==> config.mk <==
export PLATFORM = sky130hd
export DESIGN_NAME = host_fifo_arbiter
export DESIGN_NICKNAME = d
export VERILOG_FILES = /design/src/rtl/host_fifo_arbiter.sv
export SDC_FILE = /design/constraint.sdc
export NUM_CORES = 1
export LEC_CHECK = 0
export ABC_CLOCK_PERIOD_IN_PS = 3100
export BUFFER_PORTS_ARGS = -buffer_cell sky130_fd_sc_hd__buf_4
export CORE_ASPECT_RATIO = 0.8
export CORE_MARGIN = 2
export CORE_UTILIZATION = 50
export DETAILED_ROUTE_END_ITERATION = 8
export PLACE_DENSITY = 0.67
export SETUP_SLACK_MARGIN = 0.1
export SLEW_MARGIN = 20
export SYNTH_ARGS = -nofsm -noshare
export SYNTH_HDL_FRONTEND = slang
export SYNTH_SLANG_ARGS = --single-unit
==> constraint.sdc <==
create_clock -name CLK -period 3.1 [get_ports CLK]
set_input_delay 0.31 -clock CLK [delete_from_list [all_inputs] [get_ports CLK]]
set_output_delay 0.31 -clock CLK [all_outputs]
set_load 0.01 [all_outputs]
==> src/rtl/host_fifo_arbiter.sv <==
`default_nettype none
// ============================================================================
// Module   : host_fifo_arbiter
// Purpose  : Shares one host byte FIFO pair between two clients. Outbound
//            packets are merged atomically (round-robin). Inbound frames are
//            split by header IFACE bit and their payload is queued per client.
// Option   : HOST_FIFO_ARB_IFACE_FORCE_EN overwrites outbound header bit[7]
//            with the granted client index.
// Revision : 1.0 - initial release
// ============================================================================
module host_fifo_arbiter #(
   parameter int TXDEPTH = 8,
   parameter int RXDEPTH = 8
) (
   input  logic            CLK,
   input  logic            RESETn,
   output logic            H_RDEN,
   input  logic            H_RDEMPTY,
   input  logic [7:0]      H_RDDATA,
   output logic            H_WREN,
   input  logic            H_WRFULL,
   output logic [7:0]      H_WRDATA,
   input  logic [1:0]      C_RDEN,
   output logic [1:0]      C_RDEMPTY,
   output logic [1:0][7:0] C_RDDATA,
   input  logic [1:0]      C_WREN,
   output logic [1:0]      C_WRFULL,
   input  logic [1:0][7:0] C_WRDATA
);

   localparam int                c_TXAW   = $clog2(TXDEPTH);
   localparam int                c_RXAW   = $clog2(RXDEPTH);
   localparam logic [c_TXAW-1:0] c_TXP1   = c_TXAW'(1);
   localparam logic [c_RXAW-1:0] c_RXP1   = c_RXAW'(1);
   localparam logic [c_TXAW:0]   c_TXC1   = (c_TXAW+1)'(1);
   localparam logic [c_RXAW:0]   c_RXC1   = (c_RXAW+1)'(1);
   localparam logic [c_TXAW:0]   c_TXFULL = (c_TXAW+1)'(TXDEPTH);
   localparam logic [c_RXAW+1:0] c_RXDEP  = (c_RXAW+2)'(RXDEPTH);

   typedef enum logic [0:0] {TX_IDLE = 1'b0, TX_PKT = 1'b1} tx_state_t;
   typedef enum logic [0:0] {RX_HDR  = 1'b0, RX_PAY = 1'b1} rx_state_t;

   // outbound path
   logic [1:0]            w_txpop;
   logic [1:0]            w_txne;
   logic [1:0][7:0]       w_txhead;
   logic                  w_gnt;
   logic [7:0]            w_hdr;
   logic [7:0]            w_hdr_out;
   tx_state_t             r_txst, w_txst_nx;
   logic                  r_rr, w_rr_nx;
   logic                  r_txsel, w_txsel_nx;
   logic [3:0]            r_rem, w_rem_nx;
   logic                  r_hwren, w_hwren_nx;
   logic [7:0]            r_hwrdata, w_hwrdata_nx;

   // inbound path
   logic [1:0]            w_rxpush;
   logic [1:0][c_RXAW:0]  w_rxcnt;
   logic [c_RXAW+1:0]     w_rxocc;
   logic                  w_rxok;
   rx_state_t             r_rxst, w_rxst_nx;
   logic                  r_rxsel, w_rxsel_nx;
   logic [3:0]            r_rcnt, w_rcnt_nx;
   logic                  r_inflight;

   genvar gi;
   generate
      for (gi = 0; gi < 2; gi++) begin : g_txq
         logic [7:0]        r_mem [TXDEPTH];
         logic [c_TXAW-1:0] r_wp, r_rp;
         logic [c_TXAW:0]   r_cnt;
         logic              w_push;

         assign w_push = C_WREN[gi] && (r_cnt != c_TXFULL);

         always_ff @(posedge CLK) begin
            if (!RESETn) begin
               r_wp  <= '0;
               r_rp  <= '0;
               r_cnt <= '0;
            end else begin
               if (w_push) begin
                  r_mem[r_wp] <= C_WRDATA[gi];
                  r_wp        <= r_wp + c_TXP1;
               end
               if (w_txpop[gi]) begin
                  r_rp <= r_rp + c_TXP1;
               end
               case ({w_push, w_txpop[gi]})
                  2'b10:   r_cnt <= r_cnt + c_TXC1;
                  2'b01:   r_cnt <= r_cnt - c_TXC1;
                  default: r_cnt <= r_cnt;
               endcase
            end
         end

         assign w_txne[gi]   = (r_cnt != '0);
         assign w_txhead[gi] = r_mem[r_rp];
         assign C_WRFULL[gi] = (r_cnt == c_TXFULL);
      end
   endgenerate

   assign w_gnt = (w_txne == 2'b11) ? r_rr : w_txne[1];
   assign w_hdr = w_txhead[w_gnt];

`ifdef HOST_FIFO_ARB_IFACE_FORCE_EN
   assign w_hdr_out = {w_gnt, w_hdr[6:0]};
`else
   assign w_hdr_out = w_hdr;
`endif

   always_ff @(posedge CLK) begin
      if (!RESETn) begin
         r_txst    <= TX_IDLE;
         r_rr      <= 1'b0;
         r_txsel   <= 1'b0;
         r_rem     <= 4'd0;
         r_hwren   <= 1'b0;
         r_hwrdata <= 8'h00;
      end else begin
         r_txst    <= w_txst_nx;
         r_rr      <= w_rr_nx;
         r_txsel   <= w_txsel_nx;
         r_rem     <= w_rem_nx;
         r_hwren   <= w_hwren_nx;
         r_hwrdata <= w_hwrdata_nx;
      end
   end

   // A granted client keeps the host until its whole packet has been sent
   always_comb begin
      w_txst_nx    = r_txst;
      w_rr_nx      = r_rr;
      w_txsel_nx   = r_txsel;
      w_rem_nx     = r_rem;
      w_txpop      = 2'b00;
      w_hwren_nx   = 1'b0;
      w_hwrdata_nx = r_hwrdata;
      case (r_txst)
         TX_IDLE: begin
            if (!H_WRFULL && (w_txne != 2'b00)) begin
               w_txpop      = w_gnt ? 2'b10 : 2'b01;
               w_hwren_nx   = 1'b1;
               w_hwrdata_nx = w_hdr_out;
               w_rem_nx     = {1'b0, w_hdr[6:4]} + 4'd1;
               w_txsel_nx   = w_gnt;
               w_txst_nx    = TX_PKT;
            end
         end
         TX_PKT: begin
            if (!H_WRFULL && w_txne[r_txsel]) begin
               w_txpop      = r_txsel ? 2'b10 : 2'b01;
               w_hwren_nx   = 1'b1;
               w_hwrdata_nx = w_txhead[r_txsel];
               w_rem_nx     = r_rem - 4'd1;
               if (r_rem == 4'd1) begin
                  w_txst_nx = TX_IDLE;
                  w_rr_nx   = ~r_txsel;
               end
            end
         end
         default: w_txst_nx = TX_IDLE;
      endcase
   end

   assign H_WREN   = r_hwren;
   assign H_WRDATA = r_hwrdata;

   assign w_rxocc = {1'b0, w_rxcnt[r_rxsel]} + {{(c_RXAW+1){1'b0}}, r_inflight};

   always_ff @(posedge CLK) begin
      if (!RESETn) begin
         r_rxst     <= RX_HDR;
         r_rxsel    <= 1'b0;
         r_rcnt     <= 4'd0;
         r_inflight <= 1'b0;
      end else begin
         r_rxst     <= w_rxst_nx;
         r_rxsel    <= w_rxsel_nx;
         r_rcnt     <= w_rcnt_nx;
         r_inflight <= H_RDEN;
      end
   end

   // No read is issued while a header is in flight, so the first payload
   // read already sees the free space of the client the header selects.
   always_comb begin
      w_rxst_nx  = r_rxst;
      w_rxsel_nx = r_rxsel;
      w_rcnt_nx  = r_rcnt;
      w_rxpush   = 2'b00;
      w_rxok     = 1'b0;
      case (r_rxst)
         RX_HDR: begin
            w_rxok = !r_inflight;
            if (r_inflight) begin
               w_rxsel_nx = H_RDDATA[7];
               w_rcnt_nx  = {1'b0, H_RDDATA[6:4]} + 4'd1;
               w_rxst_nx  = RX_PAY;
            end
         end
         RX_PAY: begin
            w_rxok = (w_rxocc < c_RXDEP) && (r_rcnt > {3'b000, r_inflight});
            if (r_inflight) begin
               w_rxpush  = r_rxsel ? 2'b10 : 2'b01;
               w_rcnt_nx = r_rcnt - 4'd1;
               if (r_rcnt == 4'd1) begin
                  w_rxst_nx = RX_HDR;
               end
            end
         end
         default: w_rxst_nx = RX_HDR;
      endcase
   end

   assign H_RDEN = RESETn && !H_RDEMPTY && w_rxok;

   generate
      for (gi = 0; gi < 2; gi++) begin : g_rxq
         logic [7:0]        r_mem [RXDEPTH];
         logic [c_RXAW-1:0] r_wp, r_rp;
         logic [c_RXAW:0]   r_cnt;
         logic [7:0]        r_rdata;
         logic              w_pop;

         assign w_pop = C_RDEN[gi] && (r_cnt != '0);

         always_ff @(posedge CLK) begin
            if (!RESETn) begin
               r_wp    <= '0;
               r_rp    <= '0;
               r_cnt   <= '0;
               r_rdata <= 8'h00;
            end else begin
               if (w_rxpush[gi]) begin
                  r_mem[r_wp] <= H_RDDATA;
                  r_wp        <= r_wp + c_RXP1;
               end
               if (w_pop) begin
                  r_rdata <= r_mem[r_rp];
                  r_rp    <= r_rp + c_RXP1;
               end
               case ({w_rxpush[gi], w_pop})
                  2'b10:   r_cnt <= r_cnt + c_RXC1;
                  2'b01:   r_cnt <= r_cnt - c_RXC1;
                  default: r_cnt <= r_cnt;
               endcase
            end
         end

         assign w_rxcnt[gi]   = r_cnt;
         assign C_RDEMPTY[gi] = (r_cnt == '0);
         assign C_RDDATA[gi]  = r_rdata;
      end
   endgenerate

endmodule
`default_nettype wire
==> flow_summary.ini <==
[drt]
post_drt_wl_per_cell_um = 19.58
ant_nets = 0
drt-total-wl_mm = 26.82
drc = 0
vias = 7544
drt_iter0_drc = 599
avgViaCountPerCell = 5.507
drt_pass1_iterations = 5

[power_and_ir_drop]
p_leak_nw = 5.465
power.density_nw_per_um2 = 727.5
p_total_mw = 11.78
ir_drop_uv = 407.9

[layout]
diodes = 0
nets = 1041
fillers = 2033
fin_util_pct = 59.45
drive_gt1_share_pct = 24.35
synthToLayoutAreaGrowth_pct = 16.88

[timing]
period_needed_ps = 2821
rsz0062_at_grt = true
final.setup.tns_ps = 0
fin_skew_ps = 12.32
final-hold-violation-count = 0
post-route-period-util_pct = 91.02
tightest_slew_ps = 858.3
setup_viol = 0
slew_viol_final = 0
max_slew_margin_pct = 42.70
fmax_mhz = 354.4

[logic_synthesis]
synth_top_area_cell = edfxtp_1
synth_common_cells = edfxtp_1, dfxtp_1, nor2_1
synth.net_count = 931
syn_avg_cell_area_sq_um = 15.92
synth_cells = 870
synth-async-reset-ratio_pct = 0
ys_ff_latch = 341
synth_top_cell_area_share_pct = 55.51
synth_area_sq_um = 13850
ys_seq_area_share_pct = 67.79
ys_types = 55
synth.most_common_cell = edfxtp_1
yosys-top-cells-area = edfxtp_1, dfxtp_1, mux4_2
ys.flop_type = edfxtp_1
synth_edf_count = 256
yosys_warnings = 0

[status]
status = finished clean

[global_routing]
antenna_found_initial = 0
grt_max_degree = 29
overflow = 0
grt_pass1_vias = 7523
grt_usage_pct = 19.03
grt_pass1_wl_mm = 42.51

[clock_tree]
cts_tree = yes
root_buffer = clkbuf_16
cts_htree_levels = 2
post_cts_buffers = 0
numCtsBuffers = 35
clk_path_buf_depth = 3
clock_latency_ps = 500
clock-sinks = 341
clkTransAtPathRegs_ps = 70

[setup_path]
r2r.worst_path.cells = 8
endpoint_kind = flop
r2r_slack_ps = 280
cp-startpoint = g_txq[1].r_cnt[2]
endpoint = g_txq[0].r_cnt[3]
setup.worst_path.class = reg2reg
crit_path_max_fanout = 8
r2r-end = g_txq[0].r_cnt[3]
start_kind = flop
worstPathRequired_ps = 3520
rr_startpoint = g_txq[1].r_cnt[2]
arrival_ps = 3250

[placed_design]
portBuffers = 61
routabilityCongestion = 0.7885
dp_hpwl_mm = 17.26

[floorplanning]
start_util_pct = 50.86
die_x_um = 190.1
dieArea_sq_um = 29050
io_pins = 62
die_h_um = 152.9
num_rows = 54
coreArea_sq_um = 27230

[flow_run]
cap_viol_max_count = 0

[worst_hold_path]
hold_class = in2reg
-- cell usage in the layout (no fill, tap or decap), types with 3 or more instances in the layout --
master,n
nor2b_1,4
nor3_1,18
clkbuf_1,9
a21oi_1,31
o21ai_0,17
o22ai_1,6
nand2b_1,9
xnor2_1,12
and2_1,4
nor4_1,4
edfxtp_1,256
buf_4,113
nand3_1,9
a211oi_1,19
nor2_1,85
mux2i_1,47
bufinv_16,4
or3_1,10
clkbuf_16,37
mux2_2,8
clkbuf_8,5
mux4_1,5
inv_1,18
xor2_1,19
nand2_1,32
a31oi_1,6
dfxtp_1,85
mux4_2,59
clkinv_2,6
nand3b_1,3
ha_1,27
-- per-stage QoR --
| stage | hold slack [ps] | setup slack [ps] | area [sq um] | instances |
|---|---|---|---|---|
| finish | 43.56 | 278.5 | 16190 | 1370 |
| global route | 25.23 | 51.70 | 16190 | 1370 |
| CTS | 16.98 | 256.2 | 16190 | 1370 |
| detailed placement | 464.9 | 249.3 | 14980 | 1306 |
| global placement | 462.5 | 350.5 | 14980 | 1306 |
| floorplan | 386.8 | 477.0 | 13850 | 870 |
-- timing repair --
action	in CTS	in global routing
setup endpoints to repair	0	2
endpoints found under the hold margin	1	0
gates resized for setup	0	1
hold buffers	1	0
-- power breakdown --
group / switching [mW] / leakage, nW / internal, mW
sequential: 0.243 / 3.00 / 5.14
combinational: 1.06 / 1.88 / 1.01
clock: 1.68 / 0.587 / 2.64
total: 2.98 / 5.46 / 8.80
-- layout make-up --
cell class	count	area (sq um)	area share, %
inverter	19	71.32	0.4406
timing repair buffer	114	858.3	5.302
clock buffer	51	1028	6.353
multi-input combinational	469	4219	26.06
sequential	341	9389	58.00
clock inverter	12	166.4	1.028
tap	364	455.4	2.813
-- sequential cells by signal, summed over array words and instances (netlist names), named ones only --
signal,cells
g_rxq.r_rdata,16
g_txq.r_wp,6
r_rxst,1
r_txst,1
g_rxq.r_wp,6
r_inflight,1
g_txq.r_rp,6
H_WRDATA,8
r_txsel,1
r_rr,1
g_rxq.r_cnt,8
r_rem,4
g_rxq.r_mem,128
r_rxsel,1
g_txq.r_cnt,8
g_txq.r_mem,128
r_rcnt,4
g_rxq.r_rp,6
H_WREN,1
-- cells by family (layout without fill, tap and decap cells) --
kind of cell | after synthesis | in the layout | share of synthesized area (%)
flops | 341 | 341 | 67.79
simple gates | 192 | 192 | 6.586
mux | 119 | 119 | 14.59
compound gates | 98 | 98 | 4.499
buf+inv | 60 | 196 | 1.843
xor+xnor | 31 | 31 | 1.960
fa+ha+maj | 29 | 29 | 2.728
-- routing by layer --
layer	part of all wire (%)	global-route usage, %	wire [um]
met2	45	28.31	12180
met3	5.4	3.697	1444
met4	1.3	4.282	336
met5	0	0	0
met1	48	29.27	12860
-- how the worst min path moves through the flow --
stage                      startpoint  slack (ps)                   end  cells past startpoint
after floorplan             H_RDEMPTY         390            r_inflight                      1
after global routing      C_WRDATA[3]          30  g_txq[0].r_mem[0][3]                      1
after global placement    H_WRDATA[1]         460           H_WRDATA[1]                      2
final                     C_WRDATA[9]          40  g_txq[1].r_mem[2][1]                      1
after CTS                 C_WRDATA[6]          20  g_txq[0].r_mem[0][6]                      1
after detailed placement  H_WRDATA[1]         460           H_WRDATA[1]                      2
-- worst max-delay path, stage by stage (launching register included) --
cell      delay [ps]
dfxtp_1          360
nor4_1           600
o311a_1          380
ha_1             310
nor4bb_1         340
a21oi_1           80
o21a_1           190
or3_1            310
a21oi_1          170
(Power assumes the default switching activity.)
